`src/rtl/cpu_pkg.sv`:
```
// Shared CPU datapath definitions.
//   DATA_W         : datapath bus width.
//   OUTPORT_DEPTH  : default number of entries in the output port FIFO.
//   word_t         : one bus word.
//   outport_state_t: two-state view of the output FIFO head (EMPTY / HAS_DATA),
//                    derived from occupancy; used by assertions and coverage.
package cpu_pkg;

    localparam int DATA_W        = 32;
    localparam int OUTPORT_DEPTH = 8;

    typedef logic [DATA_W-1:0] word_t;

    typedef enum logic {
        EMPTY    = 1'b0,
        HAS_DATA = 1'b1
    } outport_state_t;

endpackage

```
`src/rtl/sync_fifo_mem.sv`:
```
// DEPTH x WIDTH register array for small synchronous FIFOs.
// Ports:
//   clk   : clock; writes happen on the rising edge.
//   we    : write enable.
//   waddr : write address.
//   wdata : write data.
//   raddr : read address.
//   rdata : combinational read data, mem[raddr].
// Contents are deliberately not reset; the owning FIFO tracks validity.
module sync_fifo_mem #(
    parameter int WIDTH = 32,
    parameter int DEPTH = 8,
    parameter int AW    = $clog2(DEPTH)
) (
    input  logic             clk,
    input  logic             we,
    input  logic [AW-1:0]    waddr,
    input  logic [WIDTH-1:0] wdata,
    input  logic [AW-1:0]    raddr,
    output logic [WIDTH-1:0] rdata
);

    logic [WIDTH-1:0] mem_q [DEPTH];
    logic [WIDTH-1:0] mem_d [DEPTH];

    always_comb begin
        mem_d = mem_q;
        if (we) begin
            mem_d[waddr] = wdata;
        end
    end

    always_ff @(posedge clk) begin
        mem_q <= mem_d;
    end

    assign rdata = mem_q[raddr];

endmodule

```
`src/rtl/out_port_fifo.sv`:
```
// CPU output port with a DEPTH-entry FIFO between the datapath bus and a
// device. OutPortin captures BusMuxOut; the device drains words over a
// valid/ready handshake.
// Ports:
//   Clock      : system clock, rising edge.
//   Clear      : synchronous active-high reset; wins over any write or pop.
//   OutPortin  : write strobe; BusMuxOut is captured if there is room
//                (or a pop frees a slot in the same cycle).
//   BusMuxOut  : datapath bus.
//   dev_data   : head word (0 while empty).
//   dev_valid  : head word present.
//   dev_ready  : device accepts the head word.
//   Stall      : FIFO full; the control unit holds its OUT step.
//   overflow   : sticky, set when a write is dropped, cleared by Clear.
//   count      : occupancy 0..DEPTH.
//   legacy_out : only when OUT_PORT_LEGACY_REG_EN is defined; last word strobed
//                by OutPortin (dropped writes included), like the old
//                single-register output port.
//
// Handshake: a word transfers at a rising edge where dev_valid=1 and
// dev_ready=1. dev_valid only falls after such a transfer (or Clear), and
// dev_data holds steady while dev_valid=1 and dev_ready=0. dev_ready is
// ignored while empty.
module out_port_fifo
    import cpu_pkg::*;
#(
    parameter int WIDTH = DATA_W,
    parameter int DEPTH = OUTPORT_DEPTH,
    parameter int CNTW  = $clog2(DEPTH) + 1
) (
    input  logic             Clock,
    input  logic             Clear,
    input  logic             OutPortin,
    input  logic [WIDTH-1:0] BusMuxOut,
    output logic [WIDTH-1:0] dev_data,
    output logic             dev_valid,
    input  logic             dev_ready,
    output logic             Stall,
    output logic             overflow,
`ifdef OUT_PORT_LEGACY_REG_EN
    output logic [WIDTH-1:0] legacy_out,
`endif
    output logic [CNTW-1:0]  count
);

    localparam int AW = $clog2(DEPTH);

    logic [AW-1:0]   wr_ptr_q, wr_ptr_d;
    logic [AW-1:0]   rd_ptr_q, rd_ptr_d;
    logic [CNTW-1:0] count_q,  count_d;
    logic            overflow_q, overflow_d;
`ifdef OUT_PORT_LEGACY_REG_EN
    logic [WIDTH-1:0] legacy_q, legacy_d;
`endif

    outport_state_t  head_state;
    logic            full;
    logic            push;
    logic            pop;
    logic [WIDTH-1:0] rdata;

    assign head_state = (count_q != '0) ? HAS_DATA : EMPTY;
    assign full       = (count_q == CNTW'(DEPTH));
    assign pop        = (head_state == HAS_DATA) && dev_ready;
    // A pop in the same cycle frees the slot, so a full FIFO still accepts.
    assign push       = OutPortin && (!full || pop);

    always_comb begin
        wr_ptr_d   = wr_ptr_q;
        rd_ptr_d   = rd_ptr_q;
        count_d    = count_q;
        overflow_d = overflow_q;
        if (push) begin
            wr_ptr_d = wr_ptr_q + AW'(1);
        end
        if (pop) begin
            rd_ptr_d = rd_ptr_q + AW'(1);
        end
        case ({push, pop})
            2'b10:   count_d = count_q + CNTW'(1);
            2'b01:   count_d = count_q - CNTW'(1);
            default: count_d = count_q;
        endcase
        if (OutPortin && !push) begin
            overflow_d = 1'b1;
        end
    end

`ifdef OUT_PORT_LEGACY_REG_EN
    always_comb begin
        legacy_d = legacy_q;
        if (OutPortin) begin
            legacy_d = BusMuxOut;
        end
    end
`endif

    always_ff @(posedge Clock) begin
        if (Clear) begin
            wr_ptr_q   <= '0;
            rd_ptr_q   <= '0;
            count_q    <= '0;
            overflow_q <= 1'b0;
`ifdef OUT_PORT_LEGACY_REG_EN
            legacy_q   <= '0;
`endif
        end else begin
            wr_ptr_q   <= wr_ptr_d;
            rd_ptr_q   <= rd_ptr_d;
            count_q    <= count_d;
            overflow_q <= overflow_d;
`ifdef OUT_PORT_LEGACY_REG_EN
            legacy_q   <= legacy_d;
`endif
        end
    end

    sync_fifo_mem #(
        .WIDTH (WIDTH),
        .DEPTH (DEPTH),
        .AW    (AW)
    ) u_mem (
        .clk   (Clock),
        .we    (push && !Clear),
        .waddr (wr_ptr_q),
        .wdata (BusMuxOut),
        .raddr (rd_ptr_q),
        .rdata (rdata)
    );

    assign dev_valid = (head_state == HAS_DATA);
    assign dev_data  = dev_valid ? rdata : '0;
    assign Stall     = full;
    assign overflow  = overflow_q;
    assign count     = count_q;
`ifdef OUT_PORT_LEGACY_REG_EN
    assign legacy_out = legacy_q;
`endif

endmodule

```
`config.mk`:
```
export PLATFORM = sky130hd
export DESIGN_NAME = out_port_fifo
export DESIGN_NICKNAME = d
export VERILOG_FILES = /design/src/rtl/cpu_pkg.sv /design/src/rtl/sync_fifo_mem.sv /design/src/rtl/out_port_fifo.sv
export SDC_FILE = /design/constraint.sdc
export NUM_CORES = 1
export LEC_CHECK = 0
export CAP_MARGIN = 15
export CORE_UTILIZATION = 45
export DETAILED_ROUTE_END_ITERATION = 10
export DONT_BUFFER_PORTS = 1
export PLACE_DENSITY = 0.69
export SLEW_MARGIN = 25
export SYNTH_ARGS = -nofsm -noshare
export SYNTH_HDL_FRONTEND = slang
export SYNTH_SLANG_ARGS = --single-unit
```
`constraint.sdc`:
```
create_clock -name Clock -period 6.6 [get_ports Clock]
set_input_delay 1.32 -clock Clock [delete_from_list [all_inputs] [get_ports Clock]]
set_output_delay 1.32 -clock Clock [all_outputs]
set_load 0.05 [all_outputs]
```
==> results_tabular.tex <==
\begin{tabular}{lr}
\hline
Metric & Value \\
\hline
\multicolumn{2}{l}{\textbf{Clock tree}} \\
\quad Setup repair bufs after CTS & 0 \\
\quad Max Buffers Root-to-Sink & 3 \\
\quad \# clock sinks & about 270 \\
\quad Post-CTS sizing & 0 \\
\quad Hold bufs inserted after CTS & 0 \\
\quad H-Tree Level Count & 1 \\
\quad CTS buffer count & 27 \\
\quad TritonCTS clock tree & done \\
\quad Register clock-pin slew on the reported worst setup and hold paths & approximately 60 ps \\
\quad Clock insertion delay at the later pin of the skew report & about 540 ps \\
\quad Buffer type at the clock tree root & clkbuf\_16 \\
\multicolumn{2}{l}{\textbf{Placement}} \\
\quad Gp weighted congestion & approximately 0.77 \\
\quad Number of cells after detailed placement & 753 \\
\quad HPWL Detailed & 11400 um \\
\quad Port-buffer cells & 0 \\
\multicolumn{2}{l}{\textbf{Power}} \\
\quad Cell internal power dissipation & slightly above 3 mW \\
\quad Sequential cell fraction of total power & 0.447 \\
\quad Worst IR drop on VDD & approximately 0.23 mV \\
\quad Power per standard cell area & roughly 390 nW/um2 \\
\quad Fraction of power spent switching nets & 0.317 \\
\quad LEAKAGE & 3.56 nW \\
\quad Clock share of power & 0.336 \\
\quad Power share of the combinational group & 0.217 \\
\quad Sw Pwr & 1.43 mW \\
\multicolumn{2}{l}{\textbf{Routing}} \\
\quad Antenna viol nets, final & 0 \\
\quad DRT Wirelength & 19100 um \\
\quad Wire length per cell & between 20 and 25 um \\
\quad Vias per cell & approximately 5.7 \\
\quad TritonRoute pass-1 iters & 4 \\
\quad First-iteration detailed-routing DRC count & 329 \\
\quad Via Count & 4580 \\
\quad DRC & 0 \\
\multicolumn{2}{l}{\textbf{STA}} \\
\quad Clock Skews & about 23 ps \\
\quad Final setup viols & 0 \\
\quad Peak clock frequency supported by timing & between 200 and 250 MHz \\
\quad Period Utilization, post-route & 0.622 \\
\quad Final Slew Violations & 0 \\
\quad Final Critical Period & about 4100 ps \\
\quad RSZ-0062 raised after global routing & false \\
\quad Sum of negative setup slack & 0 ps \\
\quad Actual slew at the worst max-slew pin & approximately 1000 ps \\
\quad Hold slack final & between 600 and 700 ps \\
\quad Headroom to the max-slew limit & 0.329 \\
\quad Final Hold Violating Endpoints & 0 \\
\multicolumn{2}{l}{\textbf{Critical path}} \\
\quad Data arrival time of the critical path & 2790 ps \\
\quad Longest individual stage delay on the worst path & 1000 ps \\
\quad Startpoint of the lowest-slack register-to-register path & count[3] \\
\quad Cell chain of the critical path & mux4\_2 > mux2i\_1 > nor2\_1 \\
\quad Crit path launch & rd\_ptr\_q[1] \\
\quad Max Fanout on Critical Path & 66 \\
\quad Kind of start point of the critical path & flip-flop \\
\quad Critical setup path kind & flip-flop to output pin \\
\quad R2R setup slack & $\sim$2600 ps \\
\quad Crit path max-delay cell type & dfxtp\_4 \\
\quad Endpoint required time on the critical path & about 5300 ps \\
\quad Kind of end point of the critical path & output pin \\
\multicolumn{2}{l}{\textbf{Global routing}} \\
\quad Global-route congestion overflow total & 0 \\
\quad Initial antenna violation count & 0 \\
\quad First-pass GRT wire length & approximately 30000 um \\
\quad Total GRT Usage & 0.168 \\
\quad Maximum number of pins on one net before global-route repair & between 60 and 70 \\
\quad Vias in the first global route & approximately 4900 \\
\multicolumn{2}{l}{\textbf{Synth}} \\
\quad Post-Syn Nets & roughly 520 \\
\quad Sequential cell area fraction in the yosys report & 0.768 \\
\quad Most used flip-flop cell after synthesis & edfxtp\_1 \\
\quad Distinct cell type count of the synthesized netlist & 30 \\
\quad Synth Area per Inst & approximately 21 um2 \\
\quad Async SR Flop Fraction & 0 \\
\quad Netlist Area Pre-Place & a little over 10000 um2 \\
\quad Number of enable flip-flop cells after synthesis & roughly 260 \\
\quad Yosys Warn Count & 0 \\
\quad Total of flip-flops plus latches after synthesis & approximately 270 \\
\quad Synthesized instance count & $\sim$480 \\
\multicolumn{2}{l}{\textbf{Finish}} \\
\quad Final \#Nets & 544 \\
\quad Final design utilization & 0.526 \\
\quad Layout filler cell count & 1707 \\
\quad Antenna diodes & 0 \\
\quad Share of final-layout standard cells stronger than drive strength 1 & 0.252 \\
\quad Final std cells w/o fill & $\sim$800 \\
\quad Post-synthesis to final-layout area growth & 13.2\% \\
\multicolumn{2}{l}{\textbf{Hold path}} \\
\quad Worst min-delay path class & flip-flop to flip-flop \\
\quad Hold path startpoint & wr\_ptr\_q[0] \\
\multicolumn{2}{l}{\textbf{Die}} \\
\quad Effective utilization at floorplan & 0.465 \\
\quad Overall die height & 153 um \\
\quad Standard-cell row count & 54 \\
\quad Die width & roughly 150 um \\
\quad Io pins & 75 \\
\quad Die ar. & around 24000 um2 \\
\quad Area of the core & about 22000 um2 \\
\multicolumn{2}{l}{\textbf{Run}} \\
\quad Count of maximum capacitance violations & 0 \\
\multicolumn{2}{l}{\textbf{Status}} \\
\quad Outcome & finished, final reports clean \\
\hline
\end{tabular}
## logic make-up (layout without fill, tap and decap cells)
kind of cell,after synthesis,after routing,synth area share
AO/OA/AOI/OAI,10,10,0.00668
XOR/XNOR,6,6,0.00510
adder cells (fa/ha/maj),6,6,0.00802
buffers and inverters,30,72,0.0119
flip-flops,267,267,0.768
multiplexers,98,98,0.173
AND/OR/NAND/NOR,64,64,0.0278
## layer usage
layer | wire (um) | part of all wire | up-vias | track usage
met5 | 0 | 0 | - | 0
met4 | 394 | 0.021 | 0 | 0.0433
met3 | 1250 | 0.065 | 29 | 0.0439
met2 | 9880 | 0.52 | 118 | 0.293
met1 | 7610 | 0.40 | 2421 | 0.209
li1 | - | - | 2012 | -
## final timing paths
path | cells past startpoint | to
worst max-delay path | 3 | dev_data[17]
worst min-delay path | 2 | wr_ptr_q[0]
worst max register to register | 10 | count[3]
worst min register to register | 2 | wr_ptr_q[0]
## cell usage in the layout (no fill, tap or decap), types with 2 or more instances in the layout
master,synthesis,routed
dfxtp_1,11,8
nor2_4,0,2
nor2_1,48,45
inv_1,4,4
bufinv_16,0,4
clkinv_2,0,3
dfxtp_4,0,2
clkbuf_1,12,4
clkinv_1,0,10
mux2i_1,34,34
xor2_1,5,5
buf_4,0,16
nand3_1,2,2
o211ai_1,2,2
a21oi_1,6,6
nor3_2,0,3
edfxtp_1,256,256
nor4_4,0,2
mux4_2,64,64
ha_1,5,5
clkbuf_16,0,27
## stage by stage
| step | power [mW] | instance area [um2] | setup WS [ps] |
|---|---|---|---|
| floorplan | 2.87 | 10300 | 1290 |
| global placement | 3.02 | 10700 | 2550 |
| detailed placement | 3.05 | 10800 | 2600 |
| CTS | 4.55 | 11600 | 2430 |
| global route | 4.67 | 11700 | 2340 |
| finish | 4.51 | 11700 | 2490 |
## power groups by stage
| stage | Sequential (mW) | Combinational, mW | Clock [mW] |
|---|---|---|---|
| after global placement | 2.08 | 0.944 | 0 |
| after CTS | 2.02 | 0.995 | 1.54 |
| final | 2.02 | 0.976 | 1.51 |
| after floorplan | 1.99 | 0.880 | 0 |
| after global routing | 2.03 | 1.04 | 1.60 |
| after detailed placement | 2.05 | 0.994 | 0 |
## layout make-up
type	instances	area, um2	area share
Clock buffer	31	691	0.0592
Clock inverter	19	193	0.0165
Inverter	5	18.8	0.00161
Multi-Input combinational cell	184	2340	0.201
Sequential cell	267	7920	0.679
Tap cell	280	350	0.0301
Timing Repair Buffer	17	148	0.0127
## synthesized netlist by cell type (2+ instances only)
master      n  area (um2)
edfxtp_1  256        7690
clkbuf_1   12        45.0
buf_2       8        40.0
inv_1       4        15.0
xor2_1      5        43.8
nor3_1      3        15.0
buf_1       5        18.8
mux4_2     64        1440
ha_1        5        62.6
mux2i_1    34         340
nand3_1     2        10.0
dfxtp_1    11         220
nor2_1     48         180
a21oi_1     6        30.0
nor4_1      2        12.5
o211ai_1    2        15.0
## sequential cells by signal, indices dropped and copies added, names as in the netlist
| name | count |
|---|---|
| count | 4 |
| overflow | 1 |
| u_mem.mem_q | 256 |
| rd_ptr_q | 3 |
| wr_ptr_q | 3 |
## worst max-delay path: cells and delay by family, from the launching register on
family | cells | cell delay (ps)
muxes | 2 | 430
and+or+nand+nor | 1 | 770
DFF | 1 | 1000
Power figures use the tool's default switching activity.
